`src/rtl/if_fetch_buffer.sv`:
```
// if_fetch_buffer: IF-stage fetch PC owner, in-order instruction memory requester and {pc, instr} FIFO toward decode.
// Define FETCH_PERF_CNT_EN to add the perf_fetched / perf_dropped event counters.
module if_fetch_buffer #(
    parameter int N      = 32,
    parameter int DEPTH  = 4,
    parameter int PC_INC = 4
) (
    input  logic         clk,
    input  logic         reset,
    input  logic         redirect_valid,
    input  logic [N-1:0] redirect_pc,
    output logic         imem_req_valid,
    output logic [N-1:0] imem_req_addr,
    input  logic         imem_req_ready,
    input  logic         imem_resp_valid,
    input  logic [N-1:0] imem_resp_data,
    output logic         dec_valid,
    output logic [N-1:0] dec_pc,
    output logic [N-1:0] dec_instr,
    input  logic         dec_ready
`ifdef FETCH_PERF_CNT_EN
    ,
    output logic [31:0]  perf_fetched,
    output logic [31:0]  perf_dropped
`endif
);
    localparam int PTR_W  = $clog2(DEPTH);
    localparam int CNT_W  = PTR_W + 1;
    // Stale responses can pile up across several redirects ahead of a slow memory.
    localparam int DROP_W = CNT_W + 8;

    typedef enum logic {
        IDLE = 1'b0,
        RUN  = 1'b1
    } state_t;

    state_t            state;
    state_t            state_next;

    logic [N-1:0]      fetch_pc;
    logic [N-1:0]      resp_pc;
    logic [CNT_W-1:0]  outstanding;
    logic [CNT_W-1:0]  outstanding_next;
    logic [DROP_W-1:0] drop_cnt;
    logic [DROP_W-1:0] drop_cnt_next;
    logic [CNT_W-1:0]  count;
    logic [CNT_W-1:0]  count_next;
    logic [PTR_W-1:0]  rd_ptr;
    logic [PTR_W-1:0]  wr_ptr;
    logic [N-1:0]      pc_mem    [DEPTH];
    logic [N-1:0]      instr_mem [DEPTH];
    logic [CNT_W:0]    credits_used;

    logic              run;
    logic              flush;
    logic              req_fire;
    logic              resp_keep;
    logic              resp_drop;
    logic              deq;

    function automatic logic [N-1:0] pc_step(input logic [N-1:0] pc);
        return pc + N'(PC_INC);
    endfunction

    assign run          = (state == RUN);
    assign flush        = run && redirect_valid;
    assign credits_used = {1'b0, outstanding} + {1'b0, count};
    assign req_fire     = imem_req_valid && imem_req_ready;
    assign resp_drop    = imem_resp_valid && (drop_cnt != '0);
    assign resp_keep    = run && imem_resp_valid && (drop_cnt == '0) && !redirect_valid;
    assign deq          = dec_valid && dec_ready;

    // Control FSM: one idle cycle after reset, then fetch until the next reset.
    always_ff @(posedge clk or posedge reset) begin
        if (reset) begin
            state <= IDLE;
        end else begin
            state <= state_next;
        end
    end

    always_comb begin
        state_next     = state;
        imem_req_valid = 1'b0;
        case (state)
            IDLE: state_next = RUN;
            RUN:  imem_req_valid = !redirect_valid && (credits_used < (CNT_W+1)'(DEPTH));
            default: state_next = IDLE;
        endcase
    end

    // Request/response accounting; a redirect converts every live request into a stale one.
    always_comb begin
        outstanding_next = outstanding;
        drop_cnt_next    = drop_cnt;
        count_next       = count;
        if (flush) begin
            outstanding_next = '0;
            drop_cnt_next    = drop_cnt + DROP_W'(outstanding) - DROP_W'(imem_resp_valid);
            count_next       = '0;
        end else begin
            if (resp_drop) begin
                drop_cnt_next = drop_cnt - DROP_W'(1);
            end
            outstanding_next = outstanding + CNT_W'(req_fire) - CNT_W'(resp_keep);
            count_next       = count + CNT_W'(resp_keep) - CNT_W'(deq);
        end
    end

    always_ff @(posedge clk or posedge reset) begin
        if (reset) begin
            fetch_pc    <= '0;
            resp_pc     <= '0;
            outstanding <= '0;
            drop_cnt    <= '0;
            count       <= '0;
            rd_ptr      <= '0;
            wr_ptr      <= '0;
        end else begin
            outstanding <= outstanding_next;
            drop_cnt    <= drop_cnt_next;
            count       <= count_next;
            if (redirect_valid) begin
                fetch_pc <= redirect_pc;
                resp_pc  <= redirect_pc;
            end else begin
                if (req_fire) begin
                    fetch_pc <= pc_step(fetch_pc);
                end
                if (resp_keep) begin
                    resp_pc <= pc_step(resp_pc);
                end
            end
            if (flush) begin
                rd_ptr <= '0;
                wr_ptr <= '0;
            end else begin
                if (resp_keep) begin
                    wr_ptr <= wr_ptr + PTR_W'(1);
                end
                if (deq) begin
                    rd_ptr <= rd_ptr + PTR_W'(1);
                end
            end
        end
    end

    // FIFO storage carries data only and needs no reset; outputs are gated while empty.
    always_ff @(posedge clk) begin
        if (resp_keep) begin
            pc_mem[wr_ptr]    <= resp_pc;
            instr_mem[wr_ptr] <= imem_resp_data;
        end
    end

    assign imem_req_addr = fetch_pc;
    assign dec_valid     = (count != '0);
    assign dec_pc        = dec_valid ? pc_mem[rd_ptr]    : '0;
    assign dec_instr     = dec_valid ? instr_mem[rd_ptr] : '0;

`ifdef FETCH_PERF_CNT_EN
    logic [31:0] flushed_entries;
    logic [31:0] dropped_resps;

    // An entry dequeued in the redirect cycle is delivered, not flushed.
    always_comb begin
        flushed_entries = '0;
        if (flush) begin
            flushed_entries = 32'(count) - 32'(deq);
        end
        dropped_resps = 32'(resp_drop || (flush && imem_resp_valid));
    end

    always_ff @(posedge clk or posedge reset) begin
        if (reset) begin
            perf_fetched <= '0;
            perf_dropped <= '0;
        end else begin
            perf_fetched <= perf_fetched + 32'(deq);
            perf_dropped <= perf_dropped + flushed_entries + dropped_resps;
        end
    end
`endif

endmodule
```
`config.mk`:
```
export PLATFORM = sky130hd
export DESIGN_NAME = if_fetch_buffer
export DESIGN_NICKNAME = d
export VERILOG_FILES = /design/src/rtl/if_fetch_buffer.sv
export SDC_FILE = /design/constraint.sdc
export NUM_CORES = 1
export LEC_CHECK = 0
export CORE_MARGIN = 3
export CORE_UTILIZATION = 36
export CTS_CLUSTER_SIZE = 10
export DETAILED_ROUTE_END_ITERATION = 12
export HOLD_SLACK_MARGIN = 0.02
export MAX_ROUTING_LAYER = met4
export PLACE_DENSITY_LB_ADDON = 0.2
export SYNTH_ARGS = -nofsm -noshare
export SYNTH_HDL_FRONTEND = slang
export SYNTH_SLANG_ARGS = --single-unit
export TNS_END_PERCENT = 1
```
`constraint.sdc`:
```
create_clock -name clk -period 5.1 [get_ports clk]
set_input_delay 0.765 -clock clk [delete_from_list [all_inputs] [get_ports clk]]
set_output_delay 0.765 -clock clk [all_outputs]
set_load 0.005 [all_outputs]
```
==> results of run 1 <==
-- worst max-delay path, delay by kind of cell, from the launching register on --
| family | cells | cell delay, ns |
|---|---|---|
| buffers and inverters | 2 | 0.94 |
| DFF | 1 | 0.76 |
| muxes | 1 | 0.54 |
| and+or+nand+nor | 1 | 0.17 |
-- cell families after synthesis --
kind of cell / after synthesis / share of synthesized area, %
DFF: 342 / 65.2
other: 1 / 0.0248
adders and majority gates: 39 / 3.38
and+or+nand+nor: 299 / 10.9
buffers and inverters: 80 / 2.16
muxes: 73 / 10.2
xor gates and xnor gates: 57 / 3.31
AOI/OAI and AO/OA: 123 / 4.87
-- final cells by class --
type / count / area [um2] / share of cell area, %
flip-flops and latches: 342 / 9850 / 53.1
multi-input cells: 592 / 4940 / 26.6
repair buffers: 180 / 1780 / 9.58
clock buffers: 59 / 1120 / 6.06
well taps: 532 / 666 / 3.59
inverters: 38 / 144 / 0.776
clock inverters: 5 / 46.3 / 0.250
-- registers in the layout (all words and copies together) (netlist names) --
signal / cells
count: 3
drop_cnt: 11
imem_req_addr: 32
instr_mem: 128
outstanding: 3
pc_mem: 128
rd_ptr: 2
resp_pc: 32
run: 1
wr_ptr: 2
-- path summary, 6_finish.rpt --
kind / start / end / slack, ns / depth (start not counted)
max: rd_ptr[0] / dec_pc[13] / 1.35 / 4
min: drop_cnt[10] / drop_cnt[10] / 0.49 / 1
max reg2reg: outstanding[2] / outstanding[2] / 1.57 / 13
min reg2reg: drop_cnt[10] / drop_cnt[10] / 0.49 / 1
max in group asynchronous: reset / resp_pc[13] / 3.36 / 3
min in group asynchronous: reset / drop_cnt[3] / 0.61 / 2
-- cell usage in the layout (no fill, tap or decap), types with 4 or more instances in the layout --
cell type,instances
xnor2_1,33
clkbuf_16,41
buf_4,12
and2_4,4
mux2i_1,5
nor2b_1,4
inv_1,36
a31oi_1,9
nor4_1,6
nand4_1,15
a21oi_1,15
a211oi_1,4
edfxtp_1,256
o211ai_1,9
o311ai_0,10
dfrtp_1,84
nor3_1,8
nand3_1,22
mux2_2,4
and3_1,16
o21ai_0,59
clkbuf_1,15
xor2_1,24
and4_1,4
and2_1,76
mux4_2,64
clkdlybuf4s50_1,166
nand2_1,82
nor2_1,37
ha_1,36
-- per-stage QoR --
stage          area, um2  hold WS, ns  total power, uW  utilization [%]  worst slack (ns)
2_1_floorplan      15100        0.451             5050                -              1.80
3_3_place_gp       17400        0.484             6310             42.3              1.44
3_5_place_dp       17400        0.475             6330             42.3              1.29
4_1_cts            18500        0.491             8960             45.1              1.26
5_1_grt            18500        0.530             9330             45.1              1.14
6_report           18500        0.493             8810             45.1              1.35
-- synthesized netlist by cell type (24+ instances only) --
| cell | count |
|---|---|
| dfrtp_1 | 86 |
| xnor2_1 | 33 |
| ha_1 | 36 |
| edfxtp_1 | 256 |
| and2_1 | 80 |
| inv_1 | 37 |
| nor2_1 | 38 |
| mux4_2 | 64 |
| clkbuf_1 | 29 |
| xor2_1 | 24 |
| o21ai_0 | 59 |
| nand2_1 | 82 |
-- layer usage --
metal / part of all wire [%] / up-vias / global-route usage, %
met5: 0 / - / -
met4: 1.7 / 0 / 3.60
met3: 4.7 / 53 / 2.48
met2: 45 / 233 / 23.9
met1: 48 / 4405 / 22.8
li1: - / 4169 / -
-- power groups by stage --
stage	Clock, uW	Sequential (uW)	Combinational, uW
5_1_grt	2790	3520	3020
3_3_place_gp	0	3530	2780
2_1_floorplan	0	3330	1720
4_1_cts	2670	3480	2800
6_report	2590	3470	2740
3_5_place_dp	0	3530	2790
==> impl_metrics.json, run 1 <==
{
  "setup_viol": 0,
  "period_needed_ns": 3.75,
  "die_h_um": 211,
  "finalWirelength_mm": 34.3,
  "yosys_warnings": 0,
  "post_drt_wl_per_cell_um": 19.6,
  "die_area_mm2": 0.0444,
  "cts_tree": "yes",
  "dp_hpwl_mm": 22.0,
  "worst_slew_pin_slew_ns": 1.04,
  "ys_seq_elements": 342,
  "sw_frac_of_total_pct": 28.9,
  "htree_levels": 2,
  "synth_nets": 1123,
  "worstPathRequired_ns": 4.34,
  "vias": 8860,
  "cpMaxStageDelayCell": "dfrtp_4",
  "peakVddDrop_mv": 0.203,
  "yosysSeqAreaShare_pct": 65.2,
  "max_cap_violations": 0,
  "io_pins": 168,
  "die_x_um": 211,
  "max_freq_mhz": 267,
  "p_int_uw": 6260,
  "hp-class": "reg2reg",
  "synth.distinct_cells": 59,
  "antenna_found_initial": 0,
  "crit_fanout": 42,
  "grt_pass1_vias": 9025,
  "combPwrFrac_pct": 31.1,
  "fp-row-count": 74,
  "cts.path.max_buffers": 3,
  "pwr_density_cell_mw_per_mm2": 475,
  "diodes": 0,
  "switching_power_uw": 2550,
  "viasPerCell": 5.07,
  "netlist.area_leader.share_pct": 50.9,
  "dp.cells": 1684,
  "first_pass_iters": 5,
  "postSynthAreaPerCell_um2": 14.9,
  "grt_max_degree": 68,
  "min_period_over_period_pct": 73.6,
  "status": "completed",
  "syn_area_mm2": 0.0151,
  "cts.clk_slew.worst_paths_ns": 0.05,
  "core_area_mm2": 0.0411,
  "drt_iter0_drc": 418,
  "cts_root_buffer": "clkbuf_16",
  "ctsHoldBuffers": 0,
  "stdcell_count": 1748,
  "cts_sinks": 342,
  "track_usage_pct": 15.8,
  "grt_pass1_wl_mm": 53.0,
  "clock_skew_ns": 0.0158,
  "tns_ns": 0,
  "yosys-top-cells-area": "edfxtp_1 (51%), dfrtp_1 (14%), mux4_2 (9.6%)",
  "critPathKind": "reg2out",
  "p_leak_uw": 0.00643,
  "initial_core_util_pct": 36.7,
  "grt_remaining_overflow": 0,
  "yosysTopAreaCell": "edfxtp_1",
  "end_kind": "output pin",
  "postRouteAntennaNets": 0,
  "fill_cells": 3748,
  "slew_headroom_pct": 30.9,
  "seqPwrFrac_pct": 39.4,
  "cts_resized": 0,
  "async_reset_ff_share_pct": 25.1,
  "syn2layout_area_growth_pct": 22.9,
  "synth-edff-count": 256,
  "netlist_instances": 1014,
  "nNetsFinal": 1304,
  "finalHoldViolCount": 0,
  "synthFlopType": "edfxtp_1",
  "drc": 0,
  "rsz0062_at_grt": "no",
  "critPathLaunchType": "register",
  "drive_gt1_share_pct": 12.1,
  "final_max_slew_viol_count": 0,
  "critical_path.max_stage_delay_ns": 0.76,
  "cts-buffers-inserted": 41,
  "cts_setup_buffers": 0,
  "path_cells": "buf_12, mux4_2, and2_1, clkdlybuf4s50_1",
  "p_clk_share_pct": 29.4,
  "arrival_ns": 2.99,
  "insertion_delay_ns": 0.53,
  "portBuffers": 167,
  "place_congestion": 0.876
}
Power figures use the tool's default switching activity.
==> run 2, diff against run 1 <==
==> constraint.sdc (replaced) <==
create_clock -name clk -period 3.1 [get_ports clk]
set_input_delay 0.465 -clock clk [delete_from_list [all_inputs] [get_ports clk]]
set_output_delay 0.465 -clock clk [all_outputs]
set_load 0.005 [all_outputs]
==> run 2 against run 1 <==
Routed wire length up 3.1%. Sequential power up 60%. Core utilization up 0.87 points. Sequential cell count unchanged. Count of clock-buffer cells in the layout up 2. Sequential share of layout area down 1.0 points. Register-to-register slack worse by 1.3 ns. Combinational power up 78%. Non-clock buffer count up 24. Global-route usage up 0.67 points. Critical path type unchanged. Largest power group unchanged.
==> impl_metrics.json, run 2 (synthesized netlist as in run 1, its figures left out) <==
{
  "finalHoldViolCount": 0,
  "viasPerCell": 5.08,
  "fp-row-count": 74,
  "drt_iter0_drc": 637,
  "initial_core_util_pct": 36.7,
  "track_usage_pct": 16.5,
  "vias": 9005,
  "cts_root_buffer": "clkbuf_16",
  "max_freq_mhz": 340,
  "dp.cells": 1706,
  "dp_hpwl_mm": 23.2,
  "stdcell_count": 1772,
  "grt_pass1_wl_mm": 55.0,
  "die_h_um": 211,
  "critPathKind": "reg2out",
  "post_drt_wl_per_cell_um": 20.0,
  "drive_gt1_share_pct": 13.6,
  "rsz0062_at_grt": "no",
  "cp-startpoint": "rd_ptr[0]",
  "grt_max_degree": 67,
  "cts-buffers-inserted": 41,
  "die_x_um": 211,
  "die_area_mm2": 0.0444,
  "finalWirelength_mm": 35.4,
  "drc": 0,
  "max_cap_violations": 0,
  "slew_headroom_pct": 52.1,
  "insertion_delay_ns": 0.53,
  "diodes": 0,
  "tns_ns": 0,
  "pwr_density_cell_mw_per_mm2": 780,
  "clock_skew_ns": 0.0145,
  "crit-reg2reg-capture": "count[2]",
  "arrival_ns": 2.48,
  "reg2reg_depth": 14,
  "final_cell_mix": "edfxtp_1 (256), clkdlybuf4s50_1 (166), dfrtp_1 (84), nand2_1 (82), and2_1 (76)",
  "min_period_over_period_pct": 95.0,
  "cts.clk_slew.worst_paths_ns": 0.06,
  "cts.path.max_buffers": 3,
  "setup_viol": 0,
  "crit_fanout": 22,
  "reg_top3": "instr_mem (128), pc_mem (128)",
  "critPathLaunchType": "register",
  "first_pass_iters": 4,
  "reg2reg_from": "drop_cnt[7]",
  "period_needed_ns": 2.95,
  "core_area_mm2": 0.0411,
  "grt_remaining_overflow": 0,
  "hp-class": "in2async",
  "status": "completed",
  "final_common_cell": "edfxtp_1",
  "r2r_setup_slack_ns": 0.27,
  "worstPathRequired_ns": 2.63,
  "end_kind": "output pin",
  "grt_pass1_vias": 9459,
  "syn2layout_area_growth_pct": 25.2,
  "cts_tree": "yes",
  "worst_slew_pin_slew_ns": 0.718,
  "final_max_slew_viol_count": 0,
  "cts_sinks": 342,
  "portBuffers": 167,
  "p_leak_uw": 0.00660,
  "place_congestion": 0.832,
  "io_pins": 168,
  "postRouteAntennaNets": 0,
  "peakVddDrop_mv": 0.416,
  "antenna_found_initial": 0,
  "htree_levels": 2,
  "nNetsFinal": 1328
}
-- run 2: cell types whose count changed in the layout (fill, tap and decap cells not counted), moves of 2 or more --
| cell | previous run | this run |
|---|---|---|
| clkbuf_16 | 41 | 43 |
| buf_6 | 0 | 2 |
| buf_4 | 12 | 21 |
| buf_12 | 1 | 14 |
-- run 2: what timing repair did --
item                                   CTS  global route
hold buffers                             0             0
setup buffers                            2             0
gates resized for setup                  2             0
endpoints found under the hold margin    0             0
setup endpoints to repair               29             0
-- run 2: area by class of cell --
class                   count  area [um2]
clock buffers              61        1160
clock inverters             3        17.5
fillers                  3701       22200
inverters                  38         144
multi-input cells         592        4940
flip-flops and latches    342        9840
well taps                 532         666
repair buffers            204        2130
-- run 2: power by group --
part / internal (uW) / switching, uW / leakage (uW)
Combinational: 2760 / 2120 / 0.00268
Clock: 2560 / 1740 / 0.000573
Sequential: 5190 / 360 / 0.00335
Total: 10500 / 4220 / 0.00660
-- run 2: worst max-delay path by stage --
stage,to,slack (ns)
final,dec_pc[11],0.15
after global routing,dec_pc[16],0.03
after CTS,dec_pc[11],0.1
after detailed placement,drop_cnt[10],0.01
after global placement,drop_cnt[10],0.04
after floorplan,instr_mem[1][0],-0.20
-- run 2: metrics by stage --
stage	worst slack, ns	total power [uW]	hold slack (ns)	cell area (um2)	util (%)
after CTS	0.0971	15000	0.300	18900	46.0
after detailed placement	0.0130	10600	0.479	17700	43.0
after global placement	0.0362	10600	0.481	17700	43.0
after floorplan	-0.203	8310	0.451	15100	-
final	0.155	14700	0.292	18900	46.0
after global routing	0.0312	15600	0.321	18900	46.0
-- run 2: layer usage --
| metal | routed length [um] | part of all wire, % | global-route usage (%) |
|---|---|---|---|
| met5 | 0 | 0 | - |
| met3 | 1360 | 3.8 | 2.50 |
| met2 | 16700 | 47 | 25.9 |
| met4 | 671 | 1.9 | 4.00 |
| met1 | 16600 | 47 | 22.9 |
-- run 2: critical path, stage by stage (launching register included) --
cell             delay (ns)
dfrtp_4                0.51
buf_12                 0.24
mux4_2                 0.51
and2_1                 0.17
clkdlybuf4s50_1        0.53
